## src/rtl/pid_sched_pkg.sv

```systemverilog
// Shared types and defaults for the time-multiplexed pid scheduler.
// Latency: none (declarations only).
// Backpressure: none (declarations only).
package pid_sched_pkg;

  // Scheduler transaction phases
  typedef enum logic [1:0] {
    IDLE  = 2'd0,
    ISSUE = 2'd1,
    WAIT  = 2'd2,
    DONE  = 2'd3
  } state_t;

  localparam int DEF_W       = 16;
  localparam int DEF_TIMEOUT = 32;

endpackage

```

## src/rtl/pid_rr_arbiter.sv

```systemverilog
// Round-robin pick of the first pending channel at or after ptr, wrapping modulo NCH.
// Latency: purely combinational, zero cycles.
// Backpressure: none; the parent decides when a grant is consumed and advances ptr.
module pid_rr_arbiter #(
  parameter int NCH = 4,
  parameter int IDW = 3
) (
  input  logic [NCH-1:0] pending,
  input  logic [IDW-1:0] ptr,
  output logic [NCH-1:0] grant,
  output logic [IDW-1:0] idx,
  output logic           any
);

  // Two passes: channels at/after ptr first, then the wrapped-around lower channels
  always_comb begin
    grant = '0;
    idx   = '0;
    any   = 1'b0;
    for (int i = 0; i < NCH; i++) begin
      if (!any && pending[i] && (i >= int'(ptr))) begin
        any      = 1'b1;
        grant[i] = 1'b1;
        idx      = IDW'(i);
      end
    end
    for (int i = 0; i < NCH; i++) begin
      if (!any && pending[i]) begin
        any      = 1'b1;
        grant[i] = 1'b1;
        idx      = IDW'(i);
      end
    end
  end

endmodule

```

## src/rtl/pid_scheduler.sv

```systemverilog
// Shares one pid core among NCH loops: capture per-channel samples, round-robin issue, route results back by id.
// Latency: req to core_start 3 cycles when idle; core_valid to res_valid exactly 1 cycle.
// Backpressure: none upstream; a repeat req before service overwrites the sample and flags overrun. Optional PID_SCHED_SAT_EN adds result clamping and sat_flag.
module pid_scheduler
  import pid_sched_pkg::*;
#(
  parameter int NCH     = 4,
  parameter int W       = DEF_W,
  parameter int TIMEOUT = DEF_TIMEOUT,
  parameter int IDW     = 3
`ifdef PID_SCHED_SAT_EN
  ,
  parameter logic [W-1:0] OUT_MIN = W'(16'h0000),
  parameter logic [W-1:0] OUT_MAX = W'(16'h00FF)
`endif
) (
  input  logic             clk,
  input  logic             reset,
  input  logic [NCH-1:0]   req,
  input  logic [NCH*W-1:0] meas,
  output logic [W-1:0]     core_in,
  output logic             core_start,
  input  logic [W-1:0]     core_out,
  input  logic             core_valid,
  output logic [W-1:0]     res,
  output logic             res_valid,
  output logic [IDW-1:0]   res_id,
  output logic             busy,
  output logic [NCH-1:0]   overrun,
  output logic             timeout_err,
  input  logic             err_clr
`ifdef PID_SCHED_SAT_EN
  ,
  output logic             sat_flag
`endif
);

  localparam int            TW    = $clog2(TIMEOUT + 1);
  localparam logic [TW-1:0] TLAST = TW'(TIMEOUT - 1);

  state_t           state, state_nxt;
  logic [NCH-1:0]   pending;
  logic [W-1:0]     sbuf [NCH];
  logic [IDW-1:0]   ptr;
  logic [IDW-1:0]   g;
  logic [NCH-1:0]   gsel;
  logic [NCH-1:0]   grant;
  logic [IDW-1:0]   idx;
  logic             any;
  logic [NCH-1:0]   issue_clr;
  logic [W-1:0]     issue_dat;
  logic [TW-1:0]    timer;
  logic             accept;
  logic             timeout_evt;
  logic [W-1:0]     res_d;

  pid_rr_arbiter #(
    .NCH (NCH),
    .IDW (IDW)
  ) u_arb (
    .pending (pending),
    .ptr     (ptr),
    .grant   (grant),
    .idx     (idx),
    .any     (any)
  );

  assign busy      = (state != IDLE);
  assign res_valid = (state == DONE);
  assign issue_clr = (state == ISSUE) ? gsel : '0;

  // Next-state logic; a result is accepted only while waiting, stray core_valid is ignored
  always_comb begin
    state_nxt   = state;
    accept      = 1'b0;
    timeout_evt = 1'b0;
    case (state)
      IDLE:  if (any) state_nxt = ISSUE;
      ISSUE: state_nxt = WAIT;
      WAIT: begin
        if (core_valid) begin
          state_nxt = DONE;
          accept    = 1'b1;
        end else if (timer == TLAST) begin
          state_nxt   = IDLE;
          timeout_evt = 1'b1;
        end
      end
      DONE:    state_nxt = IDLE;
      default: state_nxt = IDLE;
    endcase
  end

  // One-hot mux of the granted channel's buffered sample
  always_comb begin
    issue_dat = '0;
    for (int i = 0; i < NCH; i++) begin
      if (gsel[i]) issue_dat = issue_dat | sbuf[i];
    end
  end

`ifdef PID_SCHED_SAT_EN
  logic sat_d;
  logic sat_q;

  // Unsigned clamp of the core result into [OUT_MIN, OUT_MAX]
  always_comb begin
    res_d = core_out;
    sat_d = 1'b0;
    if (core_out < OUT_MIN) begin
      res_d = OUT_MIN;
      sat_d = 1'b1;
    end else if (core_out > OUT_MAX) begin
      res_d = OUT_MAX;
      sat_d = 1'b1;
    end
  end

  // Saturation indicator captured with the result
  always_ff @(posedge clk or posedge reset) begin
    if (reset) sat_q <= 1'b0;
    else if (accept) sat_q <= sat_d;
  end

  assign sat_flag = sat_q & res_valid;
`else
  assign res_d = core_out;
`endif

  // State register
  always_ff @(posedge clk or posedge reset) begin
    if (reset) state <= IDLE;
    else       state <= state_nxt;
  end

  // Sample capture: a new req always wins over the issue-time clear so no sample is dropped
  always_ff @(posedge clk or posedge reset) begin
    if (reset) begin
      pending <= '0;
      overrun <= '0;
      for (int i = 0; i < NCH; i++) sbuf[i] <= '0;
    end else begin
      pending <= (pending & ~issue_clr) | req;
      overrun <= err_clr ? '0 : (overrun | (req & pending));
      for (int i = 0; i < NCH; i++) begin
        if (req[i]) sbuf[i] <= meas[i*W +: W];
      end
    end
  end

  // Latch the grant in IDLE and advance the round-robin pointer past it
  always_ff @(posedge clk or posedge reset) begin
    if (reset) begin
      ptr  <= '0;
      g    <= '0;
      gsel <= '0;
    end else if (state == IDLE && any) begin
      g    <= idx;
      gsel <= grant;
      ptr  <= (idx == IDW'(NCH - 1)) ? '0 : idx + IDW'(1);
    end
  end

  // Issue: present the sample with a one-cycle start pulse and run the answer timer
  always_ff @(posedge clk or posedge reset) begin
    if (reset) begin
      core_in    <= '0;
      core_start <= 1'b0;
      timer      <= '0;
    end else begin
      core_start <= (state == ISSUE);
      if (state == ISSUE) begin
        core_in <= issue_dat;
        timer   <= '0;
      end else if (state == WAIT) begin
        timer <= timer + TW'(1);
      end
    end
  end

  // Result routing and sticky timeout flag; err_clr beats a same-cycle set
  always_ff @(posedge clk or posedge reset) begin
    if (reset) begin
      res         <= '0;
      res_id      <= '0;
      timeout_err <= 1'b0;
    end else begin
      if (accept) begin
        res    <= res_d;
        res_id <= g;
      end
      timeout_err <= err_clr ? 1'b0 : (timeout_err | timeout_evt);
    end
  end

endmodule

```

## config.mk

```make
export PLATFORM = sky130hd
export DESIGN_NAME = pid_scheduler
export DESIGN_NICKNAME = d
export VERILOG_FILES = /design/src/rtl/pid_sched_pkg.sv /design/src/rtl/pid_rr_arbiter.sv /design/src/rtl/pid_scheduler.sv
export SDC_FILE = /design/constraint.sdc
export NUM_CORES = 1
export LEC_CHECK = 0
export ABC_AREA = 1
export CAP_MARGIN = 20
export CORE_MARGIN = 5
export CORE_UTILIZATION = 50
export DETAILED_ROUTE_END_ITERATION = 16
export HOLD_SLACK_MARGIN = 0.12
export PLACE_DENSITY = 0.8
export SETUP_SLACK_MARGIN = 0.3
export SYNTH_ARGS = -nofsm -noshare
export SYNTH_HDL_FRONTEND = slang
export SYNTH_HIERARCHICAL = 1
export SYNTH_SLANG_ARGS = --single-unit
export TNS_END_PERCENT = 50
```

## constraint.sdc

```tcl
create_clock -name clk -period 5.8 [get_ports clk]
set_input_delay 1.45 -clock clk [delete_from_list [all_inputs] [get_ports clk]]
set_output_delay 1.45 -clock clk [all_outputs]
set_load 0.01 [all_outputs]
```

# Yosys cells after proc, flatten, opt, wreduce, memory -nomap -nowiden
# Cells that the tools add are included.
# W data, S select, Z words.
[totals] regBits=127 in_bits=88 out_inout_bits=43 word_cells=102
[classes] addsub=2 magnitude_cmp=4 n_eq_ne=7 mux=41 bitwise=9 n_reduce_logical=23
[ops] cell="$mux W16" n=4
[ops] cell="$or A16 B16 Y16" n=3
[ops] cell="$mux W1" n=22
[ops] cell="$mux W2" n=9
[ops] cell="$logic_and A1 B1 Y1" n=12
[ops] cell="$mux W6" n=2
[ops] cell="$and A4 B4 Y4" n=2
[ops] cell="$mux W4" n=2
[ops] cell="$or A4 B4 Y4" n=2
[ops] cell="$pmux W2 S4" n=1
[ops] cell="$logic_not A1 Y1" n=7
[ops] cell="$add A6 B1 Y6 const B" n=1
[ops] cell="$eq A6 B5 Y1 const B" n=1
[ops] cell="$ge A1 B3 Y1 const A" n=2
[ops] cell="$ge A2 B3 Y1 const A" n=2
[ops] cell="$eq A2 B2 Y1 const B" n=2
[ops] cell="$not A4 Y4" n=1
[ops] cell="$reduce_bool A2 Y1" n=2
[ops] cell="$add A3 B1 Y3 const B" n=1
[ops] cell="$eq A3 B2 Y1 const B" n=1
[ops] cell="$mux W3" n=1
[ops] cell="$ne A3 B3 Y1 const B" n=1
[ops] cell="$eq A2 B1 Y1 const B" n=1
[ops] cell="$logic_not A2 Y1" n=1
[ops] cell="other kinds (3)" n=3

# Longest topological paths before layout
[depth] word_depth=29 ltp_mapped=13 mapped_depth_nobuf=13

# Hierarchy
# Netlist, hierarchy kept.
[modules_own_cells] mod="pid_scheduler" instances=1 cells_each=541 area_each_um2=5378.9 seq_area_each_um2=3178.0
[modules_own_cells] mod="pid_rr_arbiter" instances=1 cells_each=41 area_each_um2=211.5 seq_area_each_um2=0.0

# Worst setup path after synthesis
# OpenSTA, ideal clock, no wires.
[synth_path] kind="input -> register" startpoint="input port req[1]" endpoint="register sbuf[32] in the netlist's numbering" setup_time_ps=125 t_arrival_ps=2102 t_required_ps=5675 path_slack_ps=3573 path_stages=3 n_path_buf=2 path_cell_list="buf_2 buf_6 mux2_2"
[synth_lines] item="from (decl)" line="pid_scheduler.sv:19" source="input logic [NCH-1:0] req,"
[synth_lines] item="to (signal, indexed assignment)" line="pid_scheduler.sv:146" source="if (req[i]) sbuf[i] <= meas[i*W +: W];"
[synth_lines] item="to (decl)" line="pid_scheduler.sv:43" source="logic [W-1:0] sbuf [NCH];"
# No word-level cell between the ends.

# Final worst setup path
[layout_path] startpoint="register state[0]" endpoint="output port busy"
[layout_via] elab_chain_len=1
[layout_lines] item="from (decl)" line="pid_scheduler.sv:41" source="state_t state, state_nxt;"
[layout_lines] item="from (signal assigned)" line="pid_scheduler.sv:133" source="else state <= state_nxt;"
[layout_lines] item="$reduce_bool A2 Y1" line="pid_scheduler.sv:68" source="assign busy = (state != IDLE);"
[layout_lines] item="to (decl)" line="pid_scheduler.sv:28" source="output logic busy,"
# Every way passes these cells.

==> impl_metrics.ini <==
[timing]
maxSlewViolCount = 0
slew_headroom = 0.315
rsz0062_at_grt = no
skew_ps = 6.86
fmax_mhz = 296
min_period_over_period = 0.582
setup_ws_ps = 2420
min_period_ps = 3380
hold_viol_final = 0
tightest_slew_ps = 1020
setup-violations-final = 0
fin_setup_tns_ps = 0

[critical_path]
cpMaxStageDelayCell = clkdlybuf4s50_1
crit_type = flip-flop to output pin
reg2reg_from = state[1]$_DFFE_PP0P_
endpoint_kind = output pin
critical_path.most_common_cell = inv_1
worstPathCellList = inv_1 > ha_1 > inv_1 > clkdlybuf4s50_1
reg2reg_to = timer[0]$_DFFE_PP0P_
r2r_setup_slack_ps = 3660
worst-path-buf-inv = 3
cp_slowest_stage_delay_ps = 550
start_kind = flip-flop
critPathRequiredTime_ps = 4350
crit_family = buffers and inverters
cp_max_fo = 5
r2r_cells = 6
arrival_ps = 1930

[yosys]
syn_nets = 677
syn_avg_cell_area_sq_um = 9.61
ys_types = 30
ys_seq_area_frac = 0.568
ys_warn_count = 6
ys_ff_latch = 127
synth_cells = 582
syn_area_sq_mm = 0.00559

[global_route]
grt.total_usage = 0.221
grt_max_degree = 93
grt_antenna_before_repair = 0
grt_pass1_vias = 4805
gr-total-overflow = 0
grt_pass1_wl_mm = 23.1

[pwr]
total_leakage_power_nw = 3.59
power.density_mw_per_mm2 = 467
peakVddDrop_v = 0.000356
totalPowerFinal_mw = 3.52

[layout]
drive_gt1_frac = 0.139
syn_to_final_growth_pct = 35.0
n_antenna_cell = 0
fin_nets = 804
fill_cells = 829

[worst_hold_path]
worstHoldEndpoint = sbuf[8]$_DFFE_PP0P_
min_delay_path_depth = 2
hp-start = sbuf[8]$_DFFE_PP0P_
hold_class = flip-flop to flip-flop

[clock_tree]
post_cts_buffers = 0
clockBufferDepth = 2
holdBufCountCts = 0
clkSlewWorstSetupHoldPaths_ps = 60
clockRootBuffer = clkbuf_8
cts_buffers = 17
cts_resized = 0
cts_tree = built
clock_sinks = 127
insertion_delay_ps = 510
cts.htree.levels = 4

[route]
routed-via-count = 4556
drt_iter0_markers = 349
ant_nets = 0
wl_per_cell_um = 16.4
drc_errors = 0
viasPerCell = 5.29
dr.pass1.iters = 5
routed_wl_mm = 14.1

[placement]
gp_congestion = 0.832
post-place-ws_ps = 2390
numPortBuffers = 130
dp_hpwl_mm = 9.84

[floorplanning]
initial_utilization = 0.513
num_rows = 38
die_area_sq_mm = 0.0134
ios = 131
die_w_um = 116
dieHeight_um = 116
core_sq_mm = 0.0109

[run]
drv_cap = 0

[status]
outcome = finished clean
metal layers:
layer | track usage | share of wire | vias up
li1 | - | - | 2110
met1 | 0.272 | 0.41 | 2224
met2 | 0.381 | 0.50 | 194
met3 | 0.0491 | 0.067 | 28
met4 | 0.0882 | 0.026 | 0
met5 | 0 | 0 | -
cell type report:
| type | instances | area, sq um | area share |
|---|---|---|---|
| Clock buffer | 18 | 428 | 0.0567 |
| Clock inverter | 14 | 168 | 0.0222 |
| Inverter | 27 | 104 | 0.0138 |
| Multi-Input combinational cell | 403 | 2150 | 0.285 |
| Sequential cell | 127 | 3180 | 0.421 |
| Tap cell | 140 | 175 | 0.0232 |
| Timing Repair Buffer | 133 | 1340 | 0.178 |
state kept, by name, indices dropped and copies added, names as in the netlist, 4 cells and up:
name	cells
sbuf	64
overrun	4
timer	6
res	16
core_in	16
pending	4
gsel	4
synth_stat cells:
master,count,share of area
o21ai_1,1,0.00089
a21oi_1,9,0.0081
nand4_1,20,0.022
inv_2,1,0.00067
nand2_1,261,0.18
o21bai_1,1,0.0013
nand2_2,4,0.0045
buf_6,4,0.0081
buf_1,1,0.00067
clkinv_1,4,0.0027
conb_1,1,0.00067
mux2_2,35,0.071
buf_4,4,0.0054
nand3_2,2,0.0036
nor3_2,1,0.0018
buf_2,15,0.013
o21a_1,1,0.0013
o2111ai_1,1,0.0016
a21o_1,2,0.0027
ha_1,7,0.016
clkbuf_1,1,0.00067
o21ai_0,11,0.0098
mux2_4,14,0.038
dfrtp_1,127,0.57
nor2_2,4,0.0045
nor2_1,16,0.011
nand3_1,9,0.0081
inv_1,22,0.015
or2_2,2,0.0022
nor2_4,1,0.0020
cells in the final DEF, fill, tap and decap left out, types with 2 or more instances in the layout:
cell type,netlist,layout
a21o_1,2,2
a21oi_1,9,9
buf_4,4,2
bufinv_16,0,3
clkbuf_16,0,16
clkbuf_8,0,2
clkdlybuf4s50_1,0,130
clkinv_1,4,4
clkinv_2,0,4
clkinv_4,0,4
clkinvlp_4,0,3
dfrtp_1,127,127
ha_1,7,7
inv_1,22,21
mux2_2,35,35
mux2_4,14,14
nand2_1,261,261
nand2_2,4,4
nand3_1,9,9
nand3_2,2,2
nand4_1,20,20
nor2_1,16,16
nor2_2,4,4
o21ai_0,11,11
or2_2,2,2
worst min-delay path, cell delays in order, from the launching register on:
cell and delay, ps:
dfrtp_1 350, nand2_1 60, nand2_1 40
report_power, final:
group	switching (mW)	internal [mW]	total, mW
clock network	0.388	0.664	1.05
logic	0.577	0.576	1.15
registers	0.208	1.11	1.32
kinds of logic (layout without fill, tap and decap cells):
| logic type | Yosys count | in the layout | synth area share |
|---|---|---|---|
| AOI/OAI and AO/OA | 26 | 26 | 0.0257 |
| adders and majority gates | 7 | 7 | 0.0157 |
| buffers and inverters | 52 | 192 | 0.0463 |
| DFF | 127 | 127 | 0.568 |
| muxes | 49 | 49 | 0.108 |
| other | 1 | 1 | 0.000671 |
| and+or+nand+nor | 320 | 320 | 0.235 |
how the worst max path moves through the flow:
stage | start | end | cells past startpoint | slack (ps)
detailed placement | req[2] | sbuf[28]$_DFFE_PP0P_ | 4 | 2390
floorplan | reset | core_in[0]$_DFFE_PP0N_ | 1 | 970
CTS | state[0]$_DFFE_PP0P_ | busy | 4 | 2410
global route | state[0]$_DFFE_PP0P_ | busy | 4 | 2330
global placement | req[3] | sbuf[10]$_DFFE_PP0P_ | 4 | 2500
finish | state[0]$_DFFE_PP0P_ | busy | 4 | 2420
metrics by stage:
stage	instances	hold WS, ps	area [sq um]	utilization
detailed placement	829	463	6930	0.636
global placement	829	455	6930	0.636
CTS	861	478	7520	0.691
floorplan	582	442	5590	-
global route	862	502	7550	0.693
finish	862	480	7550	0.693
Power figures use the tool's default switching activity.
